### config.mk
export PLATFORM = sky130hd
export DESIGN_NAME = exu_multicycle
export DESIGN_NICKNAME = d
export VERILOG_FILES = /design/src/rtl/exu_multicycle.sv
export SDC_FILE = /design/constraint.sdc
export NUM_CORES = 1
export LEC_CHECK = 0
export ABC_AREA = 1
export BUFFER_PORTS_ARGS = -buffer_cell sky130_fd_sc_hd__clkbuf_2
export CAP_MARGIN = 20
export CORE_MARGIN = 2
export CORE_UTILIZATION = 35
export CTS_CLUSTER_SIZE = 25
export DETAILED_ROUTE_END_ITERATION = 8
export GPL_TIMING_DRIVEN = 0
export PLACE_DENSITY_LB_ADDON = 0.05
export SLEW_MARGIN = 10
export SYNTH_ARGS = -nofsm -noshare
export SYNTH_HDL_FRONTEND = slang
export SYNTH_SLANG_ARGS = --single-unit
### constraint.sdc
create_clock -name clk -period 5.16 [get_ports clk]
set_clock_uncertainty 0.1 [all_clocks]
set_input_delay 0.774 -clock clk [delete_from_list [all_inputs] [get_ports clk]]
set_output_delay 0.774 -clock clk [all_outputs]
set_load 0.03 [all_outputs]
### src/rtl/exu_multicycle.sv
// Multi-cycle execute unit: single-cycle integer ALU plus iterative
// shift-add MUL (low half) and restoring DIVU/REMU, each DATA_WIDTH steps.
// valid/ready on both sides, registered write-back triple.
module exu_multicycle #(
    parameter int ADDR_WIDTH = 5,
    parameter int DATA_WIDTH = 32,
    parameter int OP_WIDTH   = 4
) (
    input  logic                  clk,
    input  logic                  rst,
    input  logic                  in_valid,
    output logic                  in_ready,
    input  logic [OP_WIDTH-1:0]   op,
    input  logic [DATA_WIDTH-1:0] src1,
    input  logic [DATA_WIDTH-1:0] src2,
    input  logic [DATA_WIDTH-1:0] imm,
    input  logic                  use_imm,
    input  logic [ADDR_WIDTH-1:0] des_addr,
    output logic                  out_valid,
    input  logic                  out_ready,
    output logic                  out_wen,
    output logic [ADDR_WIDTH-1:0] out_waddr,
    output logic [DATA_WIDTH-1:0] out_wdata,
    output logic                  busy
);
    localparam int SHW = $clog2(DATA_WIDTH);
    localparam int CNW = SHW + 1;

    localparam logic [OP_WIDTH-1:0] OP_ADD   = OP_WIDTH'(0);
    localparam logic [OP_WIDTH-1:0] OP_SUB   = OP_WIDTH'(1);
    localparam logic [OP_WIDTH-1:0] OP_AND   = OP_WIDTH'(2);
    localparam logic [OP_WIDTH-1:0] OP_OR    = OP_WIDTH'(3);
    localparam logic [OP_WIDTH-1:0] OP_XOR   = OP_WIDTH'(4);
    localparam logic [OP_WIDTH-1:0] OP_SLL   = OP_WIDTH'(5);
    localparam logic [OP_WIDTH-1:0] OP_SRL   = OP_WIDTH'(6);
    localparam logic [OP_WIDTH-1:0] OP_SRA   = OP_WIDTH'(7);
    localparam logic [OP_WIDTH-1:0] OP_SLT   = OP_WIDTH'(8);
    localparam logic [OP_WIDTH-1:0] OP_SLTU  = OP_WIDTH'(9);
    localparam logic [OP_WIDTH-1:0] OP_PASSB = OP_WIDTH'(10);
    localparam logic [OP_WIDTH-1:0] OP_MUL   = OP_WIDTH'(11);
    localparam logic [OP_WIDTH-1:0] OP_DIVU  = OP_WIDTH'(12);
    localparam logic [OP_WIDTH-1:0] OP_REMU  = OP_WIDTH'(13);

    typedef enum logic [1:0] {S_IDLE, S_MUL, S_DIV, S_DONE} state_t;

    state_t                state_q, state_d;
    logic                  in_ready_q, in_ready_d;
    logic                  busy_q, busy_d;
    logic                  out_valid_q, out_valid_d;
    logic                  out_wen_q, out_wen_d;
    logic [ADDR_WIDTH-1:0] out_waddr_q, out_waddr_d;
    logic [DATA_WIDTH-1:0] out_wdata_q, out_wdata_d;
    logic [OP_WIDTH-1:0]   op_q, op_d;
    logic [ADDR_WIDTH-1:0] addr_q, addr_d;
    // a: multiplicand (shifted left) or divisor; b: multiplier (shifted
    // right) or dividend/quotient (shifted left); acc: product or remainder
    logic [DATA_WIDTH-1:0] a_q, a_d;
    logic [DATA_WIDTH-1:0] b_q, b_d;
    logic [DATA_WIDTH-1:0] acc_q, acc_d;
    logic [CNW-1:0]        cnt_q, cnt_d;

    logic [DATA_WIDTH-1:0] opb;
    logic [SHW-1:0]        shamt;
    logic [DATA_WIDTH-1:0] alu_res;
    logic                  in_wen;
    logic [DATA_WIDTH-1:0] mul_sum;
    logic [DATA_WIDTH:0]   div_shift;
    logic [DATA_WIDTH:0]   div_trial;
    logic                  div_ok;
    logic [DATA_WIDTH-1:0] div_rem;
    logic [DATA_WIDTH-1:0] div_quo;
    logic                  it_wen;

    assign opb    = use_imm ? imm : src2;
    assign shamt  = opb[SHW-1:0];
    assign in_wen = (des_addr != '0) && (op <= OP_REMU);

    // One iteration of shift-add multiply and restoring divide. A zero
    // divisor never fails the trial subtract, giving all-ones / A for free.
    assign mul_sum   = acc_q + (b_q[0] ? a_q : '0);
    assign div_shift = {acc_q, b_q[DATA_WIDTH-1]};
    assign div_trial = div_shift - {1'b0, a_q};
    assign div_ok    = ~div_trial[DATA_WIDTH];
    assign div_rem   = div_ok ? div_trial[DATA_WIDTH-1:0] : div_shift[DATA_WIDTH-1:0];
    assign div_quo   = {b_q[DATA_WIDTH-2:0], div_ok};
    assign it_wen    = (addr_q != '0);

    // Single-cycle ALU on the presented operands; undefined ops yield zero
    always_comb begin
        alu_res = '0;
        case (op)
            OP_ADD:   alu_res = src1 + opb;
            OP_SUB:   alu_res = src1 - opb;
            OP_AND:   alu_res = src1 & opb;
            OP_OR:    alu_res = src1 | opb;
            OP_XOR:   alu_res = src1 ^ opb;
            OP_SLL:   alu_res = src1 << shamt;
            OP_SRL:   alu_res = src1 >> shamt;
            OP_SRA:   alu_res = $signed(src1) >>> shamt;
            OP_SLT:   alu_res = {{(DATA_WIDTH-1){1'b0}}, ($signed(src1) < $signed(opb))};
            OP_SLTU:  alu_res = {{(DATA_WIDTH-1){1'b0}}, (src1 < opb)};
            OP_PASSB: alu_res = opb;
            default:  alu_res = '0;
        endcase
    end

    // Next-state and next-output logic for the IDLE/MUL/DIV/DONE controller
    always_comb begin
        state_d     = state_q;
        out_valid_d = out_valid_q;
        out_wen_d   = out_wen_q;
        out_waddr_d = out_waddr_q;
        out_wdata_d = out_wdata_q;
        op_d        = op_q;
        addr_d      = addr_q;
        a_d         = a_q;
        b_d         = b_q;
        acc_d       = acc_q;
        cnt_d       = cnt_q;
        case (state_q)
            S_IDLE: begin
                if (in_valid && in_ready_q) begin
                    op_d   = op;
                    addr_d = des_addr;
                    acc_d  = '0;
                    cnt_d  = CNW'(DATA_WIDTH);
                    if (op == OP_MUL) begin
                        a_d     = src1;
                        b_d     = opb;
                        state_d = S_MUL;
                    end else if (op == OP_DIVU || op == OP_REMU) begin
                        a_d     = opb;
                        b_d     = src1;
                        state_d = S_DIV;
                    end else begin
                        state_d     = S_DONE;
                        out_valid_d = 1'b1;
                        out_wen_d   = in_wen;
                        out_waddr_d = in_wen ? des_addr : '0;
                        out_wdata_d = alu_res;
                    end
                end
            end
            S_MUL: begin
                acc_d = mul_sum;
                a_d   = a_q << 1;
                b_d   = b_q >> 1;
                cnt_d = cnt_q - CNW'(1);
                // Final step publishes the result directly so valid rises
                // exactly DATA_WIDTH edges after the accept edge
                if (cnt_q == CNW'(1)) begin
                    state_d     = S_DONE;
                    out_valid_d = 1'b1;
                    out_wen_d   = it_wen;
                    out_waddr_d = it_wen ? addr_q : '0;
                    out_wdata_d = mul_sum;
                end
            end
            S_DIV: begin
                acc_d = div_rem;
                b_d   = div_quo;
                cnt_d = cnt_q - CNW'(1);
                if (cnt_q == CNW'(1)) begin
                    state_d     = S_DONE;
                    out_valid_d = 1'b1;
                    out_wen_d   = it_wen;
                    out_waddr_d = it_wen ? addr_q : '0;
                    out_wdata_d = (op_q == OP_REMU) ? div_rem : div_quo;
                end
            end
            default: begin
                if (out_ready) begin
                    state_d     = S_IDLE;
                    out_valid_d = 1'b0;
                end
            end
        endcase
    end

    assign in_ready_d = (state_d == S_IDLE);
    assign busy_d     = (state_d == S_MUL) || (state_d == S_DIV);

    // State, datapath and registered outputs; reset drops any operation
    always_ff @(posedge clk or negedge rst) begin
        if (!rst) begin
            state_q     <= S_IDLE;
            in_ready_q  <= 1'b0;
            busy_q      <= 1'b0;
            out_valid_q <= 1'b0;
            out_wen_q   <= 1'b0;
            out_waddr_q <= '0;
            out_wdata_q <= '0;
            op_q        <= '0;
            addr_q      <= '0;
            a_q         <= '0;
            b_q         <= '0;
            acc_q       <= '0;
            cnt_q       <= '0;
        end else begin
            state_q     <= state_d;
            in_ready_q  <= in_ready_d;
            busy_q      <= busy_d;
            out_valid_q <= out_valid_d;
            out_wen_q   <= out_wen_d;
            out_waddr_q <= out_waddr_d;
            out_wdata_q <= out_wdata_d;
            op_q        <= op_d;
            addr_q      <= addr_d;
            a_q         <= a_d;
            b_q         <= b_d;
            acc_q       <= acc_d;
            cnt_q       <= cnt_d;
        end
    end

    assign in_ready  = in_ready_q;
    assign busy      = busy_q;
    assign out_valid = out_valid_q;
    assign out_wen   = out_wen_q;
    assign out_waddr = out_waddr_q;
    assign out_wdata = out_wdata_q;

endmodule
==> results.md, run 1 <==
- Yosys cell types: 61
- Slew headroom: 24.95%
- Tcrit/Tclk final: a little over nine tenths
- Worst Tran Pin Value: 1.115 ns
- Total CTS buffers: 17
- DR vias/cell: 5.670
- Worst EP required: 5.39 ns
- Sw power: 7.288 mW
- Row count: between 90 and 100
- EDFF count, synth: 0
- Final number of setup-violating endpoints: 0
- Final core occ: 39.25%
- Worst vdd ir: 0.0002856 V
- Final-report max-slew violation count: 0
- Die area: roughly 70000 µm²
- Layout area overhead: 10.59%
- Placed Area: 26430 µm²
- Design internal power: 4.790 mW
- Startpoint types: input port
- Status: finished clean
- Lkg Pwr: 14.54 nW
- Worst path arrival time: ~5.3 ns
- Initial antenna violation count: 13
- Synth area leader: nand2_1
- Layout net count: 4874
- Cells after DPL: approximately 5500
- DRC viols: 0
- Worst-path fanout max: 10
- Combinational power share: about 70%
- Wirelength per Cell: 25.92 µm
- Setup CP Type: in -> reg
- Post-CTS Setup Repair Bufs: 0
- RSZ-0062 raised after global routing: false
- Drt first pass iters: 8
- Total Negative Setup Slacks: 0 ns
- Die height: ~270 µm
- Largest net degree at the start of global routing: 90
- Register-to-register setup slack: a little over 0.9 ns
- DP Wirelength: roughly 120 mm
- Share of post-route cells with drive strength above 1: under 10%
- Crit. End Element: flip-flop
- Core area: 68950 µm²
- Crit Reg-Reg Startpoint: b_q[0]
- Starting DRT DRC Count: 4395
- Die W: about 270 µm
- Non-filler cells, final: between 5000 and 6000
- Global-route usage over all layers: roughly 40%
- Starting Density: 35.49%
- Root buf cell: clkbuf_16
- Routed via count: 31420
- Minimum clock period after layout: 5.023 ns
- Yosys reg bits: 154
- Clk sinks: 154
- Sw frac: 60.34%
- Post-route cell area: around 27000 µm²
- Yosys warns: 0
- Post-synth top area share: a little under a quarter
- Power Density: 446.3 nW/µm²
- Fin. Hold Viols: 0
- IO buf count: 149
- Syn_nets: 4702
- Max Fclk: ~0.2 GHz
- H-tree depth: 4
- Hold crit path type: in -> async
- Worst skew pair latency: around 0.46 ns
- Remaining antenna violation count: 0
- Maxcap violations: 0
- Mapped Area: around 24000 µm²
- Sequential cell area fraction in the yosys report: 15.75%
- Asr flop ratio synth: 100.0%
- CTS tree: yes
- Clock tree buffer depth: 2
- IO Count: around 150
- CTS Hold Bufs: 0
- Register share of total power: 17.0%
- Avg Inst Size Synth: 5.535 µm²
- R2R depth: 16
- Post-Syn Instances: between 4000 and 5000
- Clk pwr share: 11.4%
- Number of global-route vias before repair: 27620
- Clock-pin slew on the worst setup and hold paths: 0.07 ns
- Reg-to-reg endpoint: out_wdata[30]
- Dominant synthesized flop cell: dfrtp_1
- Gr ovfl total: 0
- Global-route wire length before repair: 201.3 mm
- Synth area leaders: nand2_1, dfrtp_1, nand3_1, inv_1, ha_1
- GPL Wtd Cong: 1.061
- Final wirelength: 143.7 mm
==> per-layer routing <==
metal | track usage [%] | up-vias | wire, µm
li1 | - | 14720 | -
met1 | 56.60 | 14750 | 65230
met2 | 56.65 | 1708 | 58480
met3 | 7.918 | 250 | 14420
met4 | 14.16 | 4 | 5530
met5 | 0 | - | 23
==> layout make-up <==
| class | count | area, µm² |
|---|---|---|
| Multi-Input combinational cell | 3484 | 17370 |
| Clock buffer | 18 | 439.2 |
| Inverter | 592 | 2227 |
| Clock inverter | 14 | 171.4 |
| Timing Repair Buffer | 153 | 797.0 |
| Fill cell | 8118 | 41890 |
| Buffer | 191 | 1027 |
| Sequential cell | 154 | 3854 |
| Tap cell | 931 | 1165 |
| Antenna cell | 5 | 12.51 |
==> logic make-up after synthesis <==
kind of cell | count (synthesis) | share of synthesized area, %
simple gates | 2525 | 43.58
compound gates | 766 | 17.72
xor+xnor | 21 | 0.7517
mux | 1 | 0.04602
buf+inv | 783 | 13.29
flops | 154 | 15.75
fa+ha+maj | 171 | 8.866
==> cell usage after synthesis (all sizes together), types with 3 or more instances <==
library cell  instances
o211ai               12
nor3                 31
and3                  5
nand3               549
o21ai               337
nor2                331
a221oi                4
a21o                  9
or2                  31
o221ai               35
and2                 30
ha                  167
inv                 590
nor3b                 3
o2111ai               7
a21oi               259
xnor2                 6
clkbuf               86
a21boi                3
a31oi                10
dfrtp               154
nand2              1491
buf                 103
nand4                39
o22ai                61
fa                    4
xor2                 15
a22oi                 3
o21bai               18
nand3b               14
==> worst max-delay path, stage by stage <==
cell	delay, ns
buf_6	0.13
buf_4	0.25
clkbuf_4	0.36
o21ai_0	0.81
buf_2	0.29
ha_1	0.23
buf_2	0.20
nor2_1	0.16
inv_1	0.09
nor2_1	0.40
and3_1	0.22
nand2_1	0.07
nand2_1	0.09
nand2_1	0.05
nand3_1	0.14
nand4_1	0.38
a21oi_1	0.47
a21oi_1	0.11
==> layout by cell type, fill, tap and decap left out, types with 12 or more instances in the layout <==
cell type,Yosys,routed
a21oi_1,258,257
and2_1,28,28
buf_2,69,70
buf_4,18,18
clkbuf_1,80,80
clkbuf_16,0,17
clkbuf_2,0,149
dfrtp_1,154,154
ha_1,167,167
inv_1,572,572
inv_2,17,17
nand2_1,1478,1478
nand3_1,546,546
nand3b_1,14,14
nand4_1,39,39
nor2_1,321,321
nor3_1,30,30
o211ai_1,12,12
o21ai_0,268,267
o21ai_1,42,43
o21ai_2,27,27
o21bai_1,18,18
o221ai_1,35,35
o22ai_1,61,61
or2_2,29,29
xor2_1,15,15
==> metrics by stage <==
stage	setup slack [ns]	power, mW	hold WS [ns]
after detailed placement	-0.2882	10.45	0.3586
after global routing	0.07660	12.93	0.2689
after CTS	0.1972	11.86	0.2505
after floorplan	1.596	7.421	0.3455
final	0.1367	12.08	0.2317
after global placement	-0.4498	10.47	0.3596
==> worst max path at each step <==
| stage | start | to | slack, ns | depth (start not counted) |
|---|---|---|---|---|
| finish | use_imm | out_wdata[30] | 0.14 | 18 |
| global route | use_imm | out_wdata[30] | 0.08 | 18 |
| CTS | use_imm | out_wdata[30] | 0.20 | 18 |
| detailed placement | use_imm | out_wdata[30] | -0.29 | 18 |
| global placement | use_imm | out_wdata[30] | -0.45 | 17 |
| floorplan | use_imm | out_wdata[18] | 1.60 | 20 |
==> what timing repair did <==
item | CTS | global route
setup endpoints to repair | 0 | 2
endpoints found under the hold margin | 0 | 0
resized for setup | 0 | 2
==> flip-flops by register name, summed over array words and instances, names as in the netlist <==
| name | cells |
|---|---|
| addr_q | 5 |
| b_q | 32 |
| in_ready | 1 |
| out_valid | 1 |
| out_wdata | 32 |
| op_q | 4 |
| out_wen | 1 |
| out_waddr | 5 |
| cnt_q | 6 |
| a_q | 32 |
| busy | 1 |
| acc_q | 32 |
| state_q | 2 |
==> power by group through the flow <==
stage	Clock, mW	Sequential, mW	Combinational (mW)
final	1.37	2.05	8.66
after global routing	1.43	2.10	9.40
after CTS	1.39	2.04	8.44
after detailed placement	0	2.06	8.39
after global placement	0	2.07	8.40
after floorplan	0	2.24	5.18
(Power assumes the default switching activity.)
==> run 2, diff against run 1 <==
--- a/config.mk
+++ b/config.mk
@@ -5,7 +5,6 @@
 export SDC_FILE = /design/constraint.sdc
 export NUM_CORES = 1
 export LEC_CHECK = 0
-export ABC_AREA = 1
 export BUFFER_PORTS_ARGS = -buffer_cell sky130_fd_sc_hd__clkbuf_2
 export CAP_MARGIN = 20
 export CORE_MARGIN = 2
@@ -14,6 +13,7 @@
 export DETAILED_ROUTE_END_ITERATION = 8
 export GPL_TIMING_DRIVEN = 0
 export PLACE_DENSITY_LB_ADDON = 0.05
+export SETUP_SLACK_MARGIN = 0.05
 export SLEW_MARGIN = 10
 export SYNTH_ARGS = -nofsm -noshare
 export SYNTH_HDL_FRONTEND = slang
==> results.md, run 2 <==
- CTS Hold Bufs: 0 (unchanged)
- Largest net degree at the start of global routing: 72 (-20%)
- Row count: 91 (-5.2%)
- Number of global-route vias before repair: 25460 (-7.8%)
- IO Count: 151 (unchanged)
- Post-synth top area share: 17.62% (-5.1 points)
- Filler Cells Inserted: 6569 (-19%)
- EDFF count, synth: 0 (unchanged)
- RSZ-0062 raised after global routing: false
- DR vias/cell: 6.586 (+16%)
- Top cells by count, synth: nor2_1, a21oi_1, nand2_1, clkbuf_1, ha_1
- Share of post-route cells with drive strength above 1: 12.09% (+3.6 points)
- CTS tree: yes
- Crit. End Element: flip-flop
- Final-report max-slew violation count: 0 (unchanged)
- Starting DRT DRC Count: 3014 (-31%)
- Root buf cell: clkbuf_16
- Worst skew pair latency: 0.50 ns (+0.04 ns)
- Post-route cell area: 24970 µm² (-7.7%)
- Asr flop ratio synth: 100.0% (unchanged)
- Drt first pass iters: 5 (-3)
- Worst path arrival time: 5.45 ns (+0.20 ns)
- Layout net count: 3411 (-30%)
- DRC viols: 0 (unchanged)
- Initial antenna violation count: 3 (-10)
- Yosys cell types: 88 (+44%)
- Avg Inst Size Synth: 7.401 µm² (+34%)
- H-tree depth: 4 (unchanged)
- Startpoint types: input port
- GPL Wtd Cong: 1.033 (-2.6%)
- Final number of setup-violating endpoints: 2 (+2)
- Failing checks: negative setup slack
- Fin. Hold Viols: 0 (unchanged)
- Power Density: 390.9 nW/µm² (-12%)
- Clock tree buffer depth: 2 (unchanged)
- Total CTS buffers: 17 (unchanged)
- Die height: 254.0 µm (-5.4%)
- Total power: 9.761 mW (-19%)
- Routed via count: 26220 (-17%)
- Worst Tran Pin Value: 1.257 ns (+0.1413 ns)
- Wirelength per Cell: 32.74 µm (+26%)
- Cells after DPL: 3948 (-28%)
- Most common cell after layout, fill and taps aside: nor2_1
- Most frequent cell after synthesis: nor2_1
- Placed Area: 23780 µm² (-10%)
- Layout area overhead: 14.13%
- Syn_nets: 3237 (-31%)
- Worst vdd ir: 0.0002768 V (-3.1%)
- Slew headroom: 16.21% (-8.7 points)
- Final core occ: 40.46% (+1.2 points)
- Remaining antenna violation count: 0 (unchanged)
- Lkg Pwr: 10.76 nW (-26%)
- Core area: 61710 µm² (-10%)
- Min Hold Slack: 0.1009 ns (-0.1308 ns)
- Status: finished with violations
- Most frequent cells in the layout: nor2_1, a21oi_1, nand2_1
- Minimum clock period after layout: 5.225 ns (+0.2013 ns)
- Synth area leaders: dfrtp_1, ha_1, a21oi_1, nor2_1, mux2i_1
- Placement Setup Slack: -2.651 ns (-2.363 ns)
- Worst setup margin: -0.06459 ns (-0.2013 ns)
- Worst EP required: 5.38 ns (about the same)
- Post-Syn Instances: 2956 (-33%)
- Mapped Area: 21880 µm² (-11%)
- Global-route wire length before repair: 182.7 mm (-9.2%)
- Dominant synthesized flop cell: dfrtp_1
- Sequential cell area fraction in the yosys report: 17.62% (+1.9 points)
- DP Wirelength: 106.4 mm (-11%)
- Starting Density: 35.45% (-0.042 points)
- Setup CP Type: in -> reg
- Tcrit/Tclk final: 101.3% (+3.9 points)
- IO buf count: 148 (-0.67%)
- Global-route usage over all layers: 39.69% (+0.65 points)
- Die W: 254.0 µm (-5.4%)
- Worst-path fanout max: 19 (+9)
- Die area: 64520 µm² (-10%)
- Gr ovfl total: 0 (unchanged)
- Synth area leader: dfrtp_1
- Final wirelength: 130.4 mm (-9.3%)
- Maxcap violations: 0 (unchanged)
- Hold crit path type: in -> async
- Yosys warns: 0 (unchanged)
- Non-filler cells, final: 3981 (-28%)
- Total Negative Setup Slacks: -0.1200 ns (-0.1200 ns)
- Yosys reg bits: 154 (unchanged)
- Clk sinks: 154 (unchanged)
- Clock-pin slew on the worst setup and hold paths: 0.07 ns (about the same)
- Max Fclk: 0.1914 GHz (-3.9%)
[run 2: layout make-up]
class,count,area [µm²],share of cell area (%)
inverters,146,549.3,2.200
repair buffers,165,922.1,3.693
plain buffers,219,1008,4.039
well taps,837,1047,4.194
clock buffers,20,466.7,1.869
multi-input cells,2427,17020,68.15
diodes,1,2.502,0.01002
clock inverters,12,101.3,0.4059
flip-flops and latches,154,3854,15.43
[run 2: what timing repair did]
item,CTS,global route
gates resized for setup,81,47
setup endpoints to repair,34,21
setup buffers,3,6
pin swaps,1,7
[run 2: routing by layer]
layer | wire length [µm] | global-route usage, % | up-vias
met4 | 9810 | 25.98 | 2
met1 | 49210 | 47.01 | 12880
met5 | 11 | 0 | -
met3 | 10150 | 6.135 | 429
met2 | 61170 | 66.63 | 1508
li1 | - | - | 11400
[run 2: report_power, final]
| group | switching (mW) | internal [mW] |
|---|---|---|
| clock network | 0.654 | 0.666 |
| registers | 0.404 | 1.50 |
| logic | 4.10 | 2.44 |
| total | 5.16 | 4.61 |
[run 2: final timing paths]
check	slack, ns	startpoint	cells past startpoint	to
hold reg to reg	0.39	out_wdata[5]	2	out_wdata[5]
max in group asynchronous	3.82	rst	3	out_waddr[3]
hold / removal	0.10	rst	1	out_wdata[6]
setup reg to reg	0.28	b_q[0]	14	out_wdata[30]
setup / recovery	-0.06	use_imm	11	out_wdata[4]
min in group clk	0.39	out_wdata[5]	2	out_wdata[5]
[run 2: cells by family (layout without fill, tap and decap cells)]
family	Yosys count	in the layout	synth area share, %
compound gates	1115	1115	33.20
simple gates	893	893	18.53
mux	183	183	11.30
xor+xnor	65	65	2.602
buf+inv	375	562	6.841
flops	154	154	17.62
other cells	0	1	0
fa+ha+maj	171	171	9.918
[run 2: worst max-delay path: stages]
cell and delay, ns:
clkbuf_4 0.22, mux2i_4 0.42, buf_4 0.18, buf_4 0.32
buf_2 0.45, buf_2 0.44, mux2i_1 0.83, a22oi_1 0.29
and2_1 0.27, o311ai_0 1.00, a31oi_1 0.20
